**src/rtl/enc_pkg.sv**
```systemverilog
// Shared constants for the instruction encoder/loader: format codes,
// RV32I opcodes, the NOP word, FSM state encoding and a range helper.
package enc_pkg;

    localparam logic [2:0] FMT_R = 3'd0;
    localparam logic [2:0] FMT_I = 3'd1;
    localparam logic [2:0] FMT_S = 3'd2;
    localparam logic [2:0] FMT_B = 3'd3;
    localparam logic [2:0] FMT_U = 3'd4;
    localparam logic [2:0] FMT_J = 3'd5;

    localparam logic [6:0] OP_R      = 7'b0110011;
    localparam logic [6:0] OP_I      = 7'b0010011;
    localparam logic [6:0] OP_LOAD   = 7'b0000011;
    localparam logic [6:0] OP_STORE  = 7'b0100011;
    localparam logic [6:0] OP_BRANCH = 7'b1100011;
    localparam logic [6:0] OP_JAL    = 7'b1101111;
    localparam logic [6:0] OP_LUI    = 7'b0110111;

    localparam logic [31:0] NOP_WORD = 32'h0000_0013;

    typedef enum logic [1:0] {
        ST_IDLE = 2'd0,
        ST_LOAD = 2'd1,
        ST_DONE = 2'd2
    } state_t;

    // True when v, read as signed, is representable in 'bits' bits:
    // everything above the sign bit must be a copy of it.
    function automatic logic fits_signed(input logic [31:0] v, input int unsigned bits);
        logic [31:0] hi;
        hi = 32'($signed(v) >>> (bits - 1));
        return (hi == '0) || (hi == '1);
    endfunction

endpackage

```
**src/rtl/instr_field_packer.sv**
```systemverilog
// Combinational RV32I field packer: fmt + fields -> 32-bit word.
// With ENC_CHECK_EN defined, range_err flags illegal formats and immediates
// that do not fit their field; otherwise range_err is tied low, immediates
// are silently truncated and illegal formats produce a NOP.
module instr_field_packer
    import enc_pkg::*;
(
    input  logic [2:0]  fmt,
    input  logic [6:0]  op,
    input  logic [2:0]  funct3,
    input  logic [6:0]  funct7,
    input  logic [4:0]  rd,
    input  logic [4:0]  rs1,
    input  logic [4:0]  rs2,
    input  logic [31:0] imm,
    output logic [31:0] word,
    output logic        range_err
);

    // Field placement per format, plus optional legality check
    always_comb begin
        word      = NOP_WORD;
        range_err = 1'b0;
        case (fmt)
            FMT_R:   word = {funct7, rs2, rs1, funct3, rd, op};
            FMT_I:   word = {imm[11:0], rs1, funct3, rd, op};
            FMT_S:   word = {imm[11:5], rs2, rs1, funct3, imm[4:0], op};
            FMT_B:   word = {imm[12], imm[10:5], rs2, rs1, funct3, imm[4:1], imm[11], op};
            FMT_U:   word = {imm[31:12], rd, op};
            FMT_J:   word = {imm[20], imm[10:1], imm[11], imm[19:12], rd, op};
            default: word = NOP_WORD;
        endcase
`ifdef ENC_CHECK_EN
        case (fmt)
            FMT_R:        range_err = 1'b0;
            FMT_I, FMT_S: range_err = !fits_signed(imm, 12);
            FMT_B:        range_err = imm[0] || !fits_signed(imm, 13);
            FMT_U:        range_err = |imm[11:0];
            FMT_J:        range_err = imm[0] || !fits_signed(imm, 21);
            default:      range_err = 1'b1;
        endcase
`endif
    end

`ifndef ENC_CHECK_EN
    // imm[0] only matters to the alignment check; B/J drop it by construction
    logic unused_imm0;
    assign unused_imm0 = imm[0];
`endif

endmodule

```
**src/rtl/instr_encoder_loader.sv**
```systemverilog
// Program loader: accepts encoded-field bundles from a host stream, packs
// them into RV32I words and writes them sequentially into imem, holding the
// CPU until the load completes. Optional field checking via ENC_CHECK_EN
// (handled inside instr_field_packer; range_err is always 0 without it).
module instr_encoder_loader
    import enc_pkg::*;
#(
    parameter int ADDR_W    = 6,
    parameter int DEPTH     = 64,
    parameter int BASE_ADDR = 0
) (
    input  logic              clk,
    input  logic              reset,
    input  logic              start,
    input  logic              in_valid,
    output logic              in_ready,
    input  logic [2:0]        fmt,
    input  logic [6:0]        op,
    input  logic [2:0]        funct3,
    input  logic [6:0]        funct7,
    input  logic [4:0]        rd,
    input  logic [4:0]        rs1,
    input  logic [4:0]        rs2,
    input  logic [31:0]       imm,
    input  logic              last,
    output logic              imem_we,
    output logic [ADDR_W-1:0] imem_addr,
    output logic [31:0]       imem_wdata,
    output logic              cpu_hold,
    output logic              busy,
    output logic              done,
    output logic              err
);

    localparam int CNT_W = ADDR_W + 1;

    state_t           state;
    logic [CNT_W-1:0] count;
    logic [31:0]      word;
    logic             range_err;
    logic             accept;
    logic             final_word;

    instr_field_packer u_packer (
        .fmt       (fmt),
        .op        (op),
        .funct3    (funct3),
        .funct7    (funct7),
        .rd        (rd),
        .rs1       (rs1),
        .rs2       (rs2),
        .imm       (imm),
        .word      (word),
        .range_err (range_err)
    );

    assign accept     = in_valid && in_ready;
    // Either the host says so, or this is the last slot we have room for
    assign final_word = last || (count == CNT_W'(DEPTH - 1));

    // Load FSM; all status outputs are registered alongside the state
    always_ff @(posedge clk) begin
        if (reset) begin
            state      <= ST_IDLE;
            count      <= '0;
            imem_we    <= 1'b0;
            imem_addr  <= '0;
            imem_wdata <= '0;
            in_ready   <= 1'b0;
            busy       <= 1'b0;
            done       <= 1'b0;
            err        <= 1'b0;
            cpu_hold   <= 1'b1;
        end else begin
            imem_we <= 1'b0;
            case (state)
                ST_IDLE, ST_DONE: begin
                    if (start) begin
                        state    <= ST_LOAD;
                        count    <= '0;
                        err      <= 1'b0;
                        in_ready <= 1'b1;
                        busy     <= 1'b1;
                        done     <= 1'b0;
                        cpu_hold <= 1'b1;
                    end
                end
                ST_LOAD: begin
                    if (accept) begin
                        // A rejected word still consumes its slot
                        count <= count + 1'b1;
                        if (range_err) begin
                            err <= 1'b1;
                        end else begin
                            imem_we    <= 1'b1;
                            imem_addr  <= ADDR_W'(BASE_ADDR) + count[ADDR_W-1:0];
                            imem_wdata <= word;
                        end
                        if (final_word) begin
                            state    <= ST_DONE;
                            in_ready <= 1'b0;
                            busy     <= 1'b0;
                            done     <= 1'b1;
                            cpu_hold <= 1'b0;
                            if (!last) err <= 1'b1;
                        end
                    end
                end
                default: begin
                    state    <= ST_IDLE;
                    in_ready <= 1'b0;
                    busy     <= 1'b0;
                    done     <= 1'b0;
                    cpu_hold <= 1'b1;
                end
            endcase
        end
    end

endmodule

```
**config.mk**
```make
export PLATFORM = sky130hd
export DESIGN_NAME = instr_encoder_loader
export DESIGN_NICKNAME = d
export VERILOG_FILES = /design/src/rtl/enc_pkg.sv /design/src/rtl/instr_field_packer.sv /design/src/rtl/instr_encoder_loader.sv
export SDC_FILE = /design/constraint.sdc
export NUM_CORES = 1
export LEC_CHECK = 0
export ABC_AREA = 0
export ABC_CLOCK_PERIOD_IN_PS = 1800
export CAP_MARGIN = 20
export CELL_PAD_IN_SITES_DETAIL_PLACEMENT = 1
export CELL_PAD_IN_SITES_GLOBAL_PLACEMENT = 1
export CORE_MARGIN = 1
export CORE_UTILIZATION = 28
export DETAILED_ROUTE_END_ITERATION = 6
export HOLD_SLACK_MARGIN = 0.03
export MAX_ROUTING_LAYER = met4
export PLACE_DENSITY = 0.92
export SETUP_SLACK_MARGIN = 0.15
export SYNTH_ARGS = -nofsm -noshare
export SYNTH_HDL_FRONTEND = slang
export SYNTH_SLANG_ARGS = --single-unit
```
**constraint.sdc**
```tcl
create_clock -name clk -period 1.8 [get_ports clk]
set_clock_uncertainty 0.15 [all_clocks]
set_input_delay 0.54 -clock clk [delete_from_list [all_inputs] [get_ports clk]]
set_output_delay 0.54 -clock clk [all_outputs]
set_load 0.05 [all_outputs]
```
==> results.cfg, run 1 <==
[placement]
io_buffer_count = 115
gp_congestion = 0.855
pre_cts_slack_ps = -502
dpl.hpwl_um = 7590
dp.cells = 511

[floorplan]
dieArea_mm2 = 0.00853
die_w_um = 92.4
start_util = 0.293
core_area_mm2 = 0.00781
fp-row-count = 32
die-height_um = 92.4
io_pins = 116

[worst_setup_path]
crit_slowest_cell = clkdlybuf4s50_1
cp.required_ps = 1900
ff2ff_path_depth = 4
cp-start-kind = input port
r2r-end = imem_wdata[22]$_SDFFE_PP0P_
worst_ep_arrival_time_ps = 1760
path_cells = clkdlybuf4s50_1 -> nor2b_4 -> a211oi_1 -> or3_1 -> a21oi_1
cp-end-kind = flop
path_max_fanout = 2
reg2reg_slack_ps = 220
critical_path_class = input port to flop
worstReg2RegStart = done$_SDFFE_PP0P_
max_stage_delay_ps = 490

[timing]
rsz0062_at_grt = true
tightest_slew_ps = 330
finalHoldViolations = 0
setup_viol = 0
min_period_ps = 1660
slew_viol_final = 0
fin_crit_sh = 0.923
slew_headroom = 0.780
max_freq_mhz = 602
setup_ws_ps = 139
finalSetupTns_ps = 0
hold_ws_ps = 350

[logic_synthesis]
syn_area_mm2 = 0.00229
synth_nets = 353
yosysUniqueCellTypes = 37
ys_ff_latch = 50
synth_top_flop_cell = dfxtp_1
yosysWarnings = 0
synth_seq_area_share = 0.438
synth-async-reset-ratio = 0
synthCells = 280
synth.avg_cell_area_um2 = 8.17
synth_edf_count = 0

[run]
drv_cap = 0

[clock_tree]
cts-root-buf = clkbuf_8
clk_path_buf_depth = 2
worstSkewPairLatency_ps = 310
cts_tree = yes
cts_made_buffers = 5
cts.sinks = 50
h-tree-depth = 2
cts.clk_slew.worst_paths_ps = 100

[pwr]
vdd_drop_max_v = 0.000365
total_power_uw = 2840
power.leakage_uw = 0.00171
powerDensity_mw_per_mm2 = 636

[route]
wire_per_inst_um = 19.5
drc = 0
viasPerCell = 5.20
drt_iter0_drc = 114
first_pass_iters = 4
final_antenna_net_count = 0
routed_wl_um = 10200
via_count = 2724

[global_routing]
grt_pass1_vias = 3018
grt_pass1_wl_um = 16000
grt-ovfl-total = 0
grt_usage = 0.249
grt_max_degree = 27
antenna_found_initial = 0

[outcome]
status = complete, no violations

[layout]
fill_cells = 889
nets = 494
finalNonFillerCells = 524
area_growth_syn_to_layout_pct = 95.5
antenna_cells = 0
drive_gt1_frac = 0.301

[hold_path]
hold_start = imem_addr[2]$_SDFFE_PP0P_
min_path_cells = 2
whs_endpoint = imem_addr[2]$_SDFFE_PP0P_
hold_class = flop to flop
metrics by stage:
stage	util	instance area (um^2)
finish	0.573	4470
global route	0.573	4470
CTS	0.561	4380
detailed placement	0.536	4190
global placement	0.536	4190
floorplan	-	2290
cells in the mapped netlist, drive strengths merged, types with 2 or more instances:
cell type,instances,area share
buf,14,0.036
o22ai,4,0.011
nand3b,2,0.0066
nor3,16,0.035
a311oi,2,0.0077
inv,4,0.0066
or3,4,0.011
clkbuf,8,0.013
o21ai,8,0.019
nor2,44,0.072
dfxtp,50,0.44
nand2,34,0.056
o2111ai,2,0.0077
a211oi,11,0.036
a22oi,4,0.013
nand2b,4,0.011
a21oi,24,0.053
nor2b,5,0.014
nand3,2,0.0044
nand4,2,0.0055
a221oi,13,0.050
mux2,3,0.015
mux2i,7,0.031
xor2,4,0.015
cell families after synthesis:
group                    after synthesis  share of synthesized area
adder cells (fa/ha/maj)                1                    0.00547
XOR/XNOR                               4                     0.0153
AO/OA/AOI/OAI                         73                      0.216
multiplexers                          10                     0.0454
AND/OR/NAND/NOR                      116                      0.224
buffers and inverters                 26                     0.0558
flip-flops                            50                      0.438
state kept, by name, summed over array words and instances (netlist names):
signal	cells
count	7
done	1
err	1
imem_addr	6
imem_we	1
imem_wdata	32
state	1
cpu_hold	1
power breakdown:
part | leakage [uW] | switching, uW | internal (uW)
Combinational | 0.00125 | 448 | 476
Sequential | 0.000408 | 55.3 | 1160
Clock | 0.0000482 | 398 | 312
metal layers:
metal	vias up	track usage	wire [um]
met5	-	-	0
met2	93	0.458	5500
met3	15	0.0435	480
li1	1280	-	-
met1	1336	0.266	4090
met4	0	0.0898	163
cell type report:
class                      instances  area, um^2  share of cell area
clock buffer                       7        86.3              0.0193
clock inverter                     1        5.00             0.00112
tap                              102         128              0.0285
multi-input combinational        204        1290               0.288
inverter                           4        15.0             0.00336
sequential                        50        1010               0.225
timing repair buffer             156        1940               0.435
critical path: cells and delay by family:
family / cells / cell delay, ps
AOI/OAI and AO/OA: 2 / 200
buffers and inverters: 1 / 490
and+or+nand+nor: 2 / 540
how the worst max path moves through the flow:
stage                             endpoint                   from  cells past startpoint
2_1_floorplan        count[6]$_SDFFE_PP0P_  state[0]$_SDFFE_PP0P_                      5
3_3_place_gp    imem_wdata[7]$_SDFFE_PP0P_                 fmt[0]                      4
3_5_place_dp   imem_wdata[22]$_SDFFE_PP0P_                 fmt[0]                      5
4_1_cts        imem_wdata[24]$_SDFFE_PP0P_                 rs2[4]                      5
5_1_grt        imem_wdata[23]$_SDFFE_PP0P_                 rs2[3]                      5
6_report       imem_wdata[24]$_SDFFE_PP0P_                 rs2[4]                      5
layout by cell type (no fill, tap or decap), types with 5 or more instances in the layout:
cell             Yosys  layout
a221oi_1            13      10
a211oi_1            11       9
nor3_1              16      16
nor2_1              44      43
buf_4                6      32
clkdlybuf4s50_1      0      65
buf_12               0      47
o21ai_0              7       5
mux2i_1              7       7
clkbuf_8             0       6
a21oi_1             24      20
buf_6                0       5
dfxtp_1             50      46
nand2_1             34      34
what timing repair did:
action,in CTS,in global routing
resized for setup,26,24
hold buffers,0,0
setup buffers,2,2
gates cloned,1,0
pin swaps,3,4
endpoints found under the setup margin,51,31
Power figures use the tool's default switching activity.
==> run 2, diff against run 1 <==
--- a/config.mk
+++ b/config.mk
@@ -5,17 +5,17 @@
 export SDC_FILE = /design/constraint.sdc
 export NUM_CORES = 1
 export LEC_CHECK = 0
-export ABC_AREA = 0
+export ABC_AREA = 1
 export ABC_CLOCK_PERIOD_IN_PS = 1800
 export CAP_MARGIN = 20
 export CELL_PAD_IN_SITES_DETAIL_PLACEMENT = 1
 export CELL_PAD_IN_SITES_GLOBAL_PLACEMENT = 1
 export CORE_MARGIN = 1
-export CORE_UTILIZATION = 28
+export CORE_UTILIZATION = 29
 export DETAILED_ROUTE_END_ITERATION = 6
 export HOLD_SLACK_MARGIN = 0.03
 export MAX_ROUTING_LAYER = met4
-export PLACE_DENSITY = 0.92
+export PLACE_DENSITY = 0.91
 export SETUP_SLACK_MARGIN = 0.15
 export SYNTH_ARGS = -nofsm -noshare
 export SYNTH_HDL_FRONTEND = slang
==> run 2 against run 1 <==
  * Cell count increased by 14%
  * Core utilization down 5.5 points
  * Sequential cell count is the same
  * Worst hold slack worse by 2.7 ps
  * Combinational power down 12%
  * Clock power down 2%
  * Via count grew 8.0%
  * Global-route usage fell by 4.1 points
  * The run now ends with design-rule violations left
  * Largest power group unchanged
  * Register-to-register slack improved by 40 ps
  * Sequential share of layout area shrank 0.36 points
==> results.cfg, run 2 <==
[layout]
design_area_mm2 = 0.00456
area_growth_syn_to_layout_pct = 70.8
regArea_mm2 = 0.00101
reg_top3 = imem_wdata (32), count (7), imem_addr (6)
top_register = imem_wdata
antenna_cells = 0
finalNonFillerCells = 597
final_common_cell = nand2_1
drive_gt1_frac = 0.297
multi_input_area_mm2 = 0.00144
nets = 561
fill_cells = 1022
mostFrequentLayoutCells = 132 x nand2_1, 66 x clkdlybuf4s50_1, 46 x dfxtp_1, 46 x buf_12
largest_register_ff_count = 32

[pwr]
power.leakage_uw = 0.00185
p_sw_uw = 872
total_power_uw = 2700
clockPowerShare = 0.258
p_sw_frac = 0.323
seqPwrFrac = 0.442
intPower_uw = 1830
power_frac_comb = 0.300
vdd_drop_max_v = 0.000385
powerDensity_mw_per_mm2 = 593

[logic_synthesis]
synth_nets = 432
yosysUniqueCellTypes = 30
yosysTopAreaCell = dfxtp_1
synth_edf_count = 0
synth_top_flop_cell = dfxtp_1
syn_area_mm2 = 0.00267
yosysWarnings = 0
synthTopCellsByArea = dfxtp_1 38%, nand2_1 19%, nand3_2 7.1%
synth_seq_area_share = 0.375
yosysMostFrequentCell = nand2_1
synth.avg_cell_area_um2 = 7.43
synth-async-reset-ratio = 0
ys_ff_latch = 50
synthCells = 359
synth.top_cell.area_share = 0.375
yosys-top-cells-count = 135 x nand2_1, 50 x dfxtp_1, 23 x a21oi_1

[clock_tree]
cts_tree = yes
h-tree-depth = 2
cts-root-buf = clkbuf_8
clk_path_buf_depth = 2
cts.clk_slew.worst_paths_ps = 100
postCtsSetupBuffers = 0
cts.sinks = 50
cts_made_buffers = 5
worstSkewPairLatency_ps = 300

[hold_path]
hold_class = flop to flop
hold_start = count[6]$_SDFFE_PP0P_
min_path_cells = 2
whs_endpoint = count[6]$_SDFFE_PP0P_

[route]
drc = 7
viasPerCell = 4.93
wire_per_inst_um = 15.6
first_pass_iters = 6
drt_iter0_drc = 49
via_count = 2941
routed_wl_um = 9300
final_antenna_net_count = 0

[global_routing]
grt_max_degree = 22
grt_usage = 0.208
grt_pass1_vias = 3342
antenna_found_initial = 0
grt-ovfl-total = 0
grt_pass1_wl_um = 15700

[worst_setup_path]
cp.required_ps = 1110
max_stage_delay_ps = 430
crit_slowest_cell = dfxtp_4
cp-start-kind = flop
cp-end-kind = output port
path_buf_inv = 1
path_cells = buf_12
r2r-end = state[0]$_SDFFE_PP0P_
critical_path_class = flop to output port
worst_ep_arrival_time_ps = 890
reg2reg_slack_ps = 260
worstReg2RegStart = count[1]$_SDFFE_PP0P_
ff2ff_path_depth = 10
path_max_fanout = 7
crit_family = flip-flops

[timing]
tightest_slew_ps = 296
slew_viol_final = 0
setup_ws_ps = 218
min_period_ps = 1580
max_freq_mhz = 632
setup_viol = 0
finalSetupTns_ps = 0
slew_headroom = 0.803
rsz0062_at_grt = true
finalHoldViolations = 0
fin_crit_sh = 0.879

[placement]
io_buffer_count = 115
dpl.hpwl_um = 7550
dp.cells = 588
postPlaceCellArea_mm2 = 0.00442
gp_congestion = 0.801
pre_cts_slack_ps = -384

[floorplan]
start_util = 0.303
io_pins = 116
fp-row-count = 34
core_area_mm2 = 0.00881
dieArea_mm2 = 0.00959
die_w_um = 97.9
die-height_um = 97.9

[run]
drv_cap = 0

[outcome]
violations = design-rule violations
status = finished with violations
[run 2: cell types whose count changed in the layout (fill, tap and decap cells not counted), moves of 12 or more]
cell     delta
a21oi_2    +13
nand2_1    +98
nand2_2    +12
nand3_1    +20
nand3_2    +19
nor2_1     -28
nor3_1     -15
[run 2: layout make-up]
class / instances / share of cell area
inverters: 17 / 0.0146
clock buffers: 5 / 0.0151
multi-input cells: 272 / 0.315
clock inverters: 3 / 0.00549
well taps: 108 / 0.0297
repair buffers: 142 / 0.399
flip-flops and latches: 50 / 0.221
[run 2: metal layers]
layer,routed length (um),up-vias,GRT usage
li1,-,1417,-
met4,174,0,0.0629
met3,680,16,0.0637
met5,0,-,-
met1,3640,1403,0.208
met2,4810,105,0.385
[run 2: worst max path at each step]
stage                           from  slack (ps)  depth (start not counted)                     endpoint
2_1_floorplan      done$_SDFFE_PP0P_         150                          5  imem_wdata[17]$_SDFFE_PP0P_
3_3_place_gp                  fmt[1]        -250                          8  imem_wdata[24]$_SDFFE_PP0P_
3_5_place_dp                  fmt[1]        -380                          8  imem_wdata[24]$_SDFFE_PP0P_
4_1_cts            done$_SDFFE_PP0P_         160                          1                         done
5_1_grt        count[1]$_SDFFE_PP0P_         130                         10        state[0]$_SDFFE_PP0P_
6_report       state[0]$_SDFFE_PP0P_         220                          1                     in_ready
[run 2: metrics by stage]
stage	util	hold WS (ps)
final	0.517	347
after detailed placement	0.502	331
after CTS	0.516	348
after global placement	0.502	311
after floorplan	-	297
after global routing	0.517	389
[run 2: cell families (layout without fill, tap and decap cells)]
family / Yosys count / count (layout) / share of synthesized area
and+or+nand+nor: 214 / 214 / 0.388
AOI/OAI and AO/OA: 57 / 57 / 0.135
DFF: 50 / 50 / 0.375
buffers and inverters: 37 / 167 / 0.0971
adders and majority gates: 1 / 1 / 0.00469
[run 2: worst reg2reg max path, delay by kind of cell, from the launching register on]
kind                       cells  cell delay [ps]
adders and majority gates      1              200
buffers and inverters          1               40
and+or+nand+nor                8              700
DFF                            1              370
[run 2: repair_timing]
action                     CTS  global route
gates cloned                 1             0
hold buffers                 0             0
setup endpoints to repair   38             7
resized for setup           13             8
pin swaps                    2             0
[run 2: power by group through the flow]
stage | Combinational, uW | Clock, uW | Sequential [uW]
2_1_floorplan | 264 | 0 | 1320
3_3_place_gp | 780 | 0 | 1220
6_report | 812 | 698 | 1190
4_1_cts | 815 | 722 | 1190
3_5_place_dp | 805 | 0 | 1220
5_1_grt | 865 | 769 | 1200
==> run 3, diff against run 2 <==
--- a/config.mk
+++ b/config.mk
@@ -6,16 +6,17 @@
 export NUM_CORES = 1
 export LEC_CHECK = 0
 export ABC_AREA = 1
-export ABC_CLOCK_PERIOD_IN_PS = 1800
+export ABC_CLOCK_PERIOD_IN_PS = 1900
 export CAP_MARGIN = 20
 export CELL_PAD_IN_SITES_DETAIL_PLACEMENT = 1
 export CELL_PAD_IN_SITES_GLOBAL_PLACEMENT = 1
 export CORE_MARGIN = 1
-export CORE_UTILIZATION = 29
+export CORE_UTILIZATION = 31
 export DETAILED_ROUTE_END_ITERATION = 6
 export HOLD_SLACK_MARGIN = 0.03
 export MAX_ROUTING_LAYER = met4
-export PLACE_DENSITY = 0.91
+export PLACE_DENSITY = 0.95
+export REMOVE_ABC_BUFFERS = 1
 export SETUP_SLACK_MARGIN = 0.15
 export SYNTH_ARGS = -nofsm -noshare
 export SYNTH_HDL_FRONTEND = slang
==> constraint.sdc (replaced) <==
create_clock -name clk -period 1.9 [get_ports clk]
set_clock_uncertainty 0.15 [all_clocks]
set_input_delay 0.57 -clock clk [delete_from_list [all_inputs] [get_ports clk]]
set_output_delay 0.57 -clock clk [all_outputs]
set_load 0.05 [all_outputs]
==> run 3 against run 2 <==
  * The run now ends clean
  * Combinational power fell by 2.8%
  * Cell area rose by 0.52%
  * Sequential power fell by 5%
  * Global-route usage rose by 4.4 points
  * Clock power fell by 11%
  * Register-to-register slack improved by 70 ps
  * First-iteration DRC count rose by 120%
  * Sequential cell count did not move
  * Via count rose by 0.65%
  * Worst hold slack got worse by 8.2 ps
  * Die area fell by 6.3%
  * Worst setup slack got worse by 45 ps
==> results.cfg, run 3 (synthesis gave the netlist of run 2 again) <==
[outcome]
status = complete, no violations

[floorplan]
die_w_um = 94.8
io_pins = 116
fp-row-count = 33
core_area_mm2 = 0.00826
dieArea_mm2 = 0.00898
die-height_um = 94.8
start_util = 0.323

[global_routing]
grt_max_degree = 36
grt_pass1_wl_um = 16400
grt_pass1_vias = 3280
antenna_found_initial = 1
grt-ovfl-total = 0
grt_usage = 0.252

[clock_tree]
cts_hold_buf = 0
clk_path_buf_depth = 2
cts_tree = yes
cts.clk_slew.worst_paths_ps = 90
cts.sinks = 50
cts_made_buffers = 5
cts-root-buf = clkbuf_8
h-tree-depth = 2
worstSkewPairLatency_ps = 310

[placement]
io_buffer_count = 115
gp_congestion = 0.825
dpl.hpwl_um = 7740
dp.cells = 587
postPlaceCellArea_mm2 = 0.00444
pre_cts_slack_ps = -363

[pwr]
power.leakage_uw = 0.00187
p_sw_uw = 816
powerDensity_mw_per_mm2 = 555
intPower_uw = 1730
vdd_drop_max_v = 0.000319
power_frac_comb = 0.310
p_sw_frac = 0.321
total_power_uw = 2540
clockPowerShare = 0.245
seqPwrFrac = 0.445

[route]
drc = 0
first_pass_iters = 4
via_count = 2960
wl_met3_um = 360
top_layer = met4
met2_length_um = 5620
wire_per_inst_um = 17.3
drt_iter0_drc = 107
viasPerCell = 4.95
final_antenna_net_count = 0
routed_wl_um = 10300
drt-met1-wl_um = 3740

[timing]
setup_ws_ps = 174
tightest_slew_ps = 516
finalHoldViolations = 0
slew_headroom = 0.656
finalSetupTns_ps = 0
setup_viol = 0
fin_crit_sh = 0.909
min_period_ps = 1730
rsz0062_at_grt = true
slew_viol_final = 0
max_freq_mhz = 579

[worst_setup_path]
r2r-end = state[0]$_SDFFE_PP0P_
startpoint = in_valid
worstReg2RegStart = count[0]$_SDFFE_PP0P_
worst_ep_arrival_time_ps = 1830
endpoint = imem_wdata[23]$_SDFFE_PP0P_
cp-end-kind = flop
cp-start-kind = input port
path_max_fanout = 5
reg2reg_slack_ps = 330
critical_path_class = input port to flop
cp.required_ps = 2000
ff2ff_path_depth = 10

[layout]
reg_top3 = imem_wdata (32), count (7), imem_addr (6)
mostFrequentLayoutCells = 134 x nand2_1, 67 x clkdlybuf4s50_1, 48 x dfxtp_1
nets = 565
fill_cells = 976
drive_gt1_frac = 0.297
area_growth_syn_to_layout_pct = 71.7
finalNonFillerCells = 598
final_common_cell = nand2_1
largest_register_ff_count = 32
design_area_mm2 = 0.00458
top_register = imem_wdata

[hold_path]
min_path_cells = 2
hold_class = flop to flop

[run]
drv_cap = 0
[run 3: cell types whose count changed in the layout (fill, tap and decap cells not counted), sizes merged]
| cell | before | now |
|---|---|---|
| clkbuf | 5 | 7 |
| dlymetal6s2s | 0 | 1 |
| diode | 0 | 1 |
| dlygate4sd2 | 4 | 1 |
| inv | 18 | 17 |
| clkdlybuf4s50 | 66 | 67 |
| buf | 72 | 76 |
| clkinv | 1 | 0 |
[run 3: timing repair]
action                                  CTS  global route
endpoints found under the setup margin   28            24
gates resized for setup                  10             9
setup buffers                             3             0
[run 3: power groups by stage]
| stage | combinational (uW) | clock [uW] | sequential [uW] |
|---|---|---|---|
| finish | 789 | 624 | 1130 |
| global route | 834 | 695 | 1140 |
| global placement | 740 | 0 | 1150 |
| CTS | 785 | 637 | 1130 |
| detailed placement | 770 | 0 | 1150 |
| floorplan | 183 | 0 | 1260 |
[run 3: through the flow]
step,utilization,hold WS [ps]
floorplan,-,297
global route,0.555,383
CTS,0.553,343
global placement,0.538,309
detailed placement,0.538,330
finish,0.555,339
[run 3: area by class of cell]
type	instances	area (um^2)	area share
inverters	17	66.3	0.0145
clock inverters	1	7.51	0.00164
repair buffers	146	1860	0.406
diodes	1	2.50	0.000546
flip-flops and latches	50	1000	0.219
clock buffers	6	72.6	0.0158
multi-input cells	272	1440	0.313
well taps	105	131	0.0287
[run 3: how the worst min path moves through the flow]
stage / to / slack, ps / start
4_1_cts: count[6]$_SDFFE_PP0P_ / 340 / count[6]$_SDFFE_PP0P_
2_1_floorplan: count[6]$_SDFFE_PP0P_ / 300 / count[6]$_SDFFE_PP0P_
3_3_place_gp: count[6]$_SDFFE_PP0P_ / 310 / count[6]$_SDFFE_PP0P_
6_report: count[6]$_SDFFE_PP0P_ / 340 / count[6]$_SDFFE_PP0P_
3_5_place_dp: count[6]$_SDFFE_PP0P_ / 330 / count[6]$_SDFFE_PP0P_
5_1_grt: count[1]$_SDFFE_PP0P_ / 380 / count[1]$_SDFFE_PP0P_
[run 3: per-layer routing]
| metal | vias up | track usage |
|---|---|---|
| met5 | - | - |
| met3 | 42 | 0.0467 |
| met4 | 0 | 0.160 |
| met1 | 1391 | 0.251 |
| met2 | 101 | 0.451 |
| li1 | 1426 | - |
[run 3: worst max-delay path: stages]
cell	delay, ps
clkdlybuf4s50_1	530
nand3_4	130
inv_4	110
buf_4	160
buf_4	140
nand2_2	60
a21oi_2	120
